`src/rtl/sensor_poll_scheduler.sv`:
```
// Millisecond time base and fixed-priority sensor bus scheduler.
// Four periodic poll slots share one bus via a START/DONE handshake.
module sensor_poll_scheduler #(
   parameter int unsigned TICK_DIV = 1000,
   parameter int unsigned PERIOD0  = 1,
   parameter int unsigned PERIOD1  = 10,
   parameter int unsigned PERIOD2  = 100,
   parameter int unsigned PERIOD3  = 1000,
   parameter int unsigned TIMEOUT  = 800
) (
   input  logic       CLK_1MHZ_IN,
   input  logic       RESET,
   input  logic       ENABLE,
   input  logic [3:0] DONE,
   input  logic       ERR_CLR,
   output logic [3:0] START,
   output logic       BUSY,
   output logic [1:0] ACTIVE_ID,
   output logic       MS_TICK,
   output logic [3:0] TIMEOUT_ERR,
   output logic [3:0] OVERRUN
);

   localparam int unsigned MSW = $clog2(TICK_DIV);
   localparam int unsigned TOW = $clog2(TIMEOUT);
   localparam logic [MSW-1:0] MS_LAST = MSW'(TICK_DIV - 1);
   localparam logic [TOW-1:0] TO_LAST = TOW'(TIMEOUT - 1);
   localparam logic [3:0][15:0] PC_LAST = {
      16'(PERIOD3 - 1), 16'(PERIOD2 - 1),
      16'(PERIOD1 - 1), 16'(PERIOD0 - 1)
   };

   typedef enum logic [1:0] {
      S_IDLE,
      S_GRANT,
      S_WAIT
   } state_t;

   state_t           state_q, state_d;
   logic [MSW-1:0]   ms_cnt_q, ms_cnt_d;
   logic             ms_tick_q, ms_tick_d;
   logic [3:0][15:0] pc_q, pc_d;
   logic [3:0]       pend_q, pend_d;
   logic [TOW-1:0]   to_cnt_q, to_cnt_d;
   logic [1:0]       act_q, act_d;
   logic [3:0]       start_q, start_d;
   logic             busy_q, busy_d;
   logic [3:0]       terr_q, terr_d;
   logic [3:0]       ovr_q, ovr_d;
   logic [1:0]       sel;
   logic [3:0]       grant_clr;
   logic [3:0]       ovr_set;
   logic [3:0]       terr_set;

   always_comb begin
      ms_tick_d = (ms_cnt_q == MS_LAST);
      ms_cnt_d  = ms_tick_d ? '0 : ms_cnt_q + MSW'(1);
   end

   // Lowest index wins: scan downwards so slot 0 is assigned last.
   always_comb begin
      sel = 2'd0;
      for (int i = 3; i >= 0; i--) begin
         if (pend_q[i]) sel = 2'(i);
      end
   end

   always_comb begin
      pc_d      = pc_q;
      pend_d    = pend_q;
      ovr_set   = '0;
      grant_clr = '0;
      if (state_q == S_GRANT) grant_clr = 4'b0001 << act_q;
      for (int i = 0; i < 4; i++) begin
         pend_d[i] = pend_q[i] & ~grant_clr[i];
         if (!ENABLE) begin
            pc_d[i]   = '0;
            pend_d[i] = 1'b0;
         end else if (ms_tick_q) begin
            if (pc_q[i] == PC_LAST[i]) begin
               pc_d[i]    = '0;
               pend_d[i]  = 1'b1;
               ovr_set[i] = pend_q[i] & ~grant_clr[i];
            end else begin
               pc_d[i] = pc_q[i] + 16'd1;
            end
         end
      end
   end

   always_comb begin
      state_d  = state_q;
      act_d    = act_q;
      start_d  = '0;
      to_cnt_d = to_cnt_q;
      terr_set = '0;
      unique case (state_q)
         S_IDLE: begin
            if (ENABLE && (pend_q != 4'b0000)) begin
               state_d = S_GRANT;
               act_d   = sel;
               start_d = 4'b0001 << sel;
            end
         end
         S_GRANT: begin
            state_d  = S_WAIT;
            to_cnt_d = '0;
         end
         S_WAIT: begin
            to_cnt_d = to_cnt_q + TOW'(1);
            if (DONE[act_q]) begin
               state_d = S_IDLE;
            end else if (to_cnt_q == TO_LAST) begin
               state_d  = S_IDLE;
               terr_set = 4'b0001 << act_q;
            end
         end
         default: state_d = S_IDLE;
      endcase
      busy_d = (state_d != S_IDLE);
      // Clear first, then OR in sets so a same-cycle set survives.
      terr_d = (ERR_CLR ? 4'b0000 : terr_q) | terr_set;
      ovr_d  = (ERR_CLR ? 4'b0000 : ovr_q) | ovr_set;
   end

   always_ff @(posedge CLK_1MHZ_IN or posedge RESET) begin
      if (RESET) begin
         state_q   <= S_IDLE;
         ms_cnt_q  <= '0;
         ms_tick_q <= 1'b0;
         pc_q      <= '0;
         pend_q    <= '0;
         to_cnt_q  <= '0;
         act_q     <= '0;
         start_q   <= '0;
         busy_q    <= 1'b0;
         terr_q    <= '0;
         ovr_q     <= '0;
      end else begin
         state_q   <= state_d;
         ms_cnt_q  <= ms_cnt_d;
         ms_tick_q <= ms_tick_d;
         pc_q      <= pc_d;
         pend_q    <= pend_d;
         to_cnt_q  <= to_cnt_d;
         act_q     <= act_d;
         start_q   <= start_d;
         busy_q    <= busy_d;
         terr_q    <= terr_d;
         ovr_q     <= ovr_d;
      end
   end

   assign START       = start_q;
   assign BUSY        = busy_q;
   assign ACTIVE_ID   = act_q;
   assign MS_TICK     = ms_tick_q;
   assign TIMEOUT_ERR = terr_q;
   assign OVERRUN     = ovr_q;

endmodule

```
`config.mk`:
```
export PLATFORM = sky130hd
export DESIGN_NAME = sensor_poll_scheduler
export DESIGN_NICKNAME = d
export VERILOG_FILES = /design/src/rtl/sensor_poll_scheduler.sv
export SDC_FILE = /design/constraint.sdc
export NUM_CORES = 1
export LEC_CHECK = 0
export BUFFER_PORTS_ARGS = -buffer_cell sky130_fd_sc_hd__buf_2
export CAP_MARGIN = 20
export CORE_MARGIN = 2
export CORE_UTILIZATION = 50
export CTS_CLUSTER_DIAMETER = 200
export DETAILED_ROUTE_END_ITERATION = 7
export PLACE_DENSITY_LB_ADDON = 0.15
export SETUP_SLACK_MARGIN = 0.02
export SLEW_MARGIN = 25
export SYNTH_ARGS = -nofsm -noshare
export SYNTH_HDL_FRONTEND = slang
export SYNTH_SLANG_ARGS = --single-unit
export TNS_END_PERCENT = 20
```
`constraint.sdc`:
```
create_clock -name CLK_1MHZ_IN -period 4.55 [get_ports CLK_1MHZ_IN]
set_input_delay 1.365 -clock CLK_1MHZ_IN [delete_from_list [all_inputs] [get_ports CLK_1MHZ_IN]]
set_output_delay 1.365 -clock CLK_1MHZ_IN [all_outputs]
set_load 0.005 [all_outputs]
```
==> results by group <==
Detailed routing
  – Post-Route WL: approximately 11 mm
  – DR iter-0 viols: about 300
  – DR WL/cell: around 15 um
  – Post-route ant nets: 0
  – Vias: 4302
  – Iteration count of the initial detailed-routing pass: 4
  – Vias per std cell: 5.893
  – # DRC: 0

Timing
  – Count of pins over their slew limit: 0
  – Final Hold Viols: 0
  – Final WS setup: 1.682 ns
  – WHS: 0.4588 ns
  – Setup-failing EPs final: 0
  – Skew final: 0.01439 ns
  – RSZ-0062 raised after global routing: no
  – Max Clk Rate: roughly 350 MHz
  – Headroom to the max-slew limit: around a third
  – Period utilization: between 60% and 70%
  – Slew @ Worst Pin: between 0.9 and 1 ns
  – Fin crit period: between 2 and 3 ns
  – Setup TNS: 0 ns

Logic synthesis
  – Combinational family with the most area after synthesis: simple AND/OR/NAND/NOR gates
  – Yosys cell types: slightly below 60
  – Compound-Gate Fraction of Synth Area: ~14%
  – Main area contributors after synthesis: dfrtp_1 (48%), xor2_1 (3.8%), a21oi_1 (3.2%), nand4_1 (3.1%), o21ai_0 (2.9%)
  – Post-Synthesis Cells: 566
  – Syn_nets: slightly below 600
  – Synth Area in Simple Gates: around 25%
  – Most common cell in the synthesized netlist: dfrtp_1
  – Ys async rst share: between 90% and 100%
  – Post-Syn Area: ~5500 um^2
  – Leading area contributor after synthesis: dfrtp_1
  – Ys flop type: dfrtp_1
  – Yosys top cell area share: a little under half
  – Syn_area_per_cell: 9.769 um^2
  – Multiplexer share of the synthesized area: less than 1%
  – Synth cell count leaders: dfrtp_1 (106), nand2_1 (40), nor2_1 (40)
  – XOR/XNOR Fraction of Synth Area: around 5.2%
  – Adder-cell share of the synthesized area: under 10%
  – Synthesis-stage register bit count: ~110
  – Ys Warns: 0
  – Sequential element share of the synthesized area: between 40% and 50%
  – Post-synth EDFFs: 0

Layout
  – Final net count: 605
  – # fillers: roughly 950
  – Final Instance Area: 5958 um^2
  – Fin util: 55.21%
  – Post-route insts no fill: 730
  – Share of layout cells above drive strength 1: a little over a tenth
  – Area grow syn2layout: 7.762%
  – Number of diodes: 0

Power
  – Overall power: about 1.7 mW
  – Switching share of power: around 25%
  – Register share of total power: around 56%
  – Maximum vdd drop: 0.2328 mV
  – Clock share of power: approximately 36%
  – Leak: between 2 and 3 nW
  – PwrDens: approximately 290 nW/um^2
  – P_int: between 1 and 1.5 mW
  – Gate power share: 7.7%
  – Psw: ~0.43 mW

CTS
  – Post-CTS Setup Repair Bufs: 0
  – Cts bufs inserted: 9
  – Max clock buf depth: 2
  – Clk pin slew, worst setup/hold paths: about 0.1 ns
  – Resized cells post-CTS: 0
  – H-Tree Depth: 3
  – Later-pin clock latency in the skew report: around 0.39 ns
  – Hold-fix buffers, CTS: 0
  – CTS root buf: clkbuf_8
  – CTS tree: done
  – Clock sinks: 106

Die
  – Initial Utilization: 51.23%
  – Row count: 38
  – Die H: 109.2 um
  – Top-level port count: 24
  – Die ar.: roughly 12000 um^2
  – Die width: 109.2 um
  – Core outline area: 10790 um^2

Global routing
  – Vias in the first global route: between 3000 and 4000
  – Pin count of the biggest net entering global routing: 71
  – GRT Total Usage: 19.73%
  – Initial antenna violation count: 0
  – Grt ovf: 0
  – First-pass GRT wire length: 18.57 mm

Placed design
  – Dpl ws: roughly 1.3 ns
  – Inst Count DP: 714
  – DP Area: approximately 5700 um^2
  – DP Wirelength: roughly 7.6 mm
  – RD Place Congestion: approximately 0.82
  – PortBufs: 23

Critical path
  – Worst path arrival time: around 3.2 ns
  – Critical Path RT: approximately 4.9 ns
  – Cells on worst reg2reg path: 5
  – Largest fanout on the critical path: 25
  – Critical Setup Path Class: input port to flop
  – Crit end category: flop
  – Nature of the critical path startpoint: input port

Run status
  – Status: completed

Min path
  – Worst hold path class: flop to flop
  – Cells on Worst Hold Path: 1

Job
  – Max-cap violations: 0
[cell type report]
class	count	area, um^2	share of cell area, %
clock buffers	11	151.4	2.541
inverters	32	122.6	2.058
clock inverters	5	62.56	1.050
repair buffers	26	137.6	2.310
well taps	140	175.2	2.940
multi-input cells	410	2656	44.58
flip-flops and latches	106	2653	44.52
[state kept, by name, summed over array words and instances (netlist names)]
signal,flops
pc_q,64
ms_cnt_q,10
to_cnt_q,10
OVERRUN,4
START,4
TIMEOUT_ERR,4
pend_q,4
ACTIVE_ID,2
state_q,2
BUSY,1
MS_TICK,1
[placed cells by master (no fill, tap or decap), types with 6 or more instances in the layout]
master / count
o31ai_1: 13
xnor2_1: 9
a31oi_1: 9
a21oi_1: 35
nor2_1: 40
nand3_1: 20
and2_1: 9
o21ai_0: 32
nor4_1: 6
clkbuf_8: 11
or3_1: 21
nor3_1: 9
nand4_1: 27
dfrtp_1: 106
inv_1: 30
ha_1: 12
or4_1: 10
nand2_1: 40
and3_1: 15
and4_1: 10
xor2_1: 24
buf_2: 23
[power groups by stage]
stage / clock network, mW / logic, mW / registers, mW
global route: 0.673 / 0.152 / 0.966
CTS: 0.637 / 0.133 / 0.964
finish: 0.616 / 0.132 / 0.964
global placement: 0 / 0.129 / 0.982
detailed placement: 0 / 0.133 / 0.982
floorplan: 0 / 0.101 / 0.980
[worst max-delay path: stages]
cell      delay, ns
buf_2          0.21
nand2b_1       0.34
buf_4          0.37
nand4_4        0.21
or4_1          0.51
a21oi_1        0.16
[cell families (layout without fill, tap and decap cells)]
group	Yosys count	count (layout)
xor+xnor	33	33
compound gates	125	125
buf+inv	50	74
mux	4	4
flops	106	106
fa+ha+maj	12	12
simple gates	236	236
[worst paths after layout]
path	from	slack, ns	to
worst min-delay path	ms_cnt_q[0]$_DFF_PP0_	0.46	ms_cnt_q[0]$_DFF_PP0_
max in group asynchronous	RESET	2.60	pc_q[14]$_DFFE_PP0P_
worst max register to register	MS_TICK$_DFF_PP0_	2.28	pc_q[63]$_DFFE_PP0P_
worst min register to register	ms_cnt_q[0]$_DFF_PP0_	0.46	ms_cnt_q[0]$_DFF_PP0_
worst max-delay path	ENABLE	1.68	pc_q[63]$_DFFE_PP0P_
min in group asynchronous	RESET	1.16	pc_q[8]$_DFFE_PP0P_
[metal layers]
layer  wire [um]  track usage, %
met1        5208           27.25
met2        5148           30.48
met3         437           4.423
met4         199           7.143
met5           0               0
Note: power is estimated with default switching activity, not from simulation.
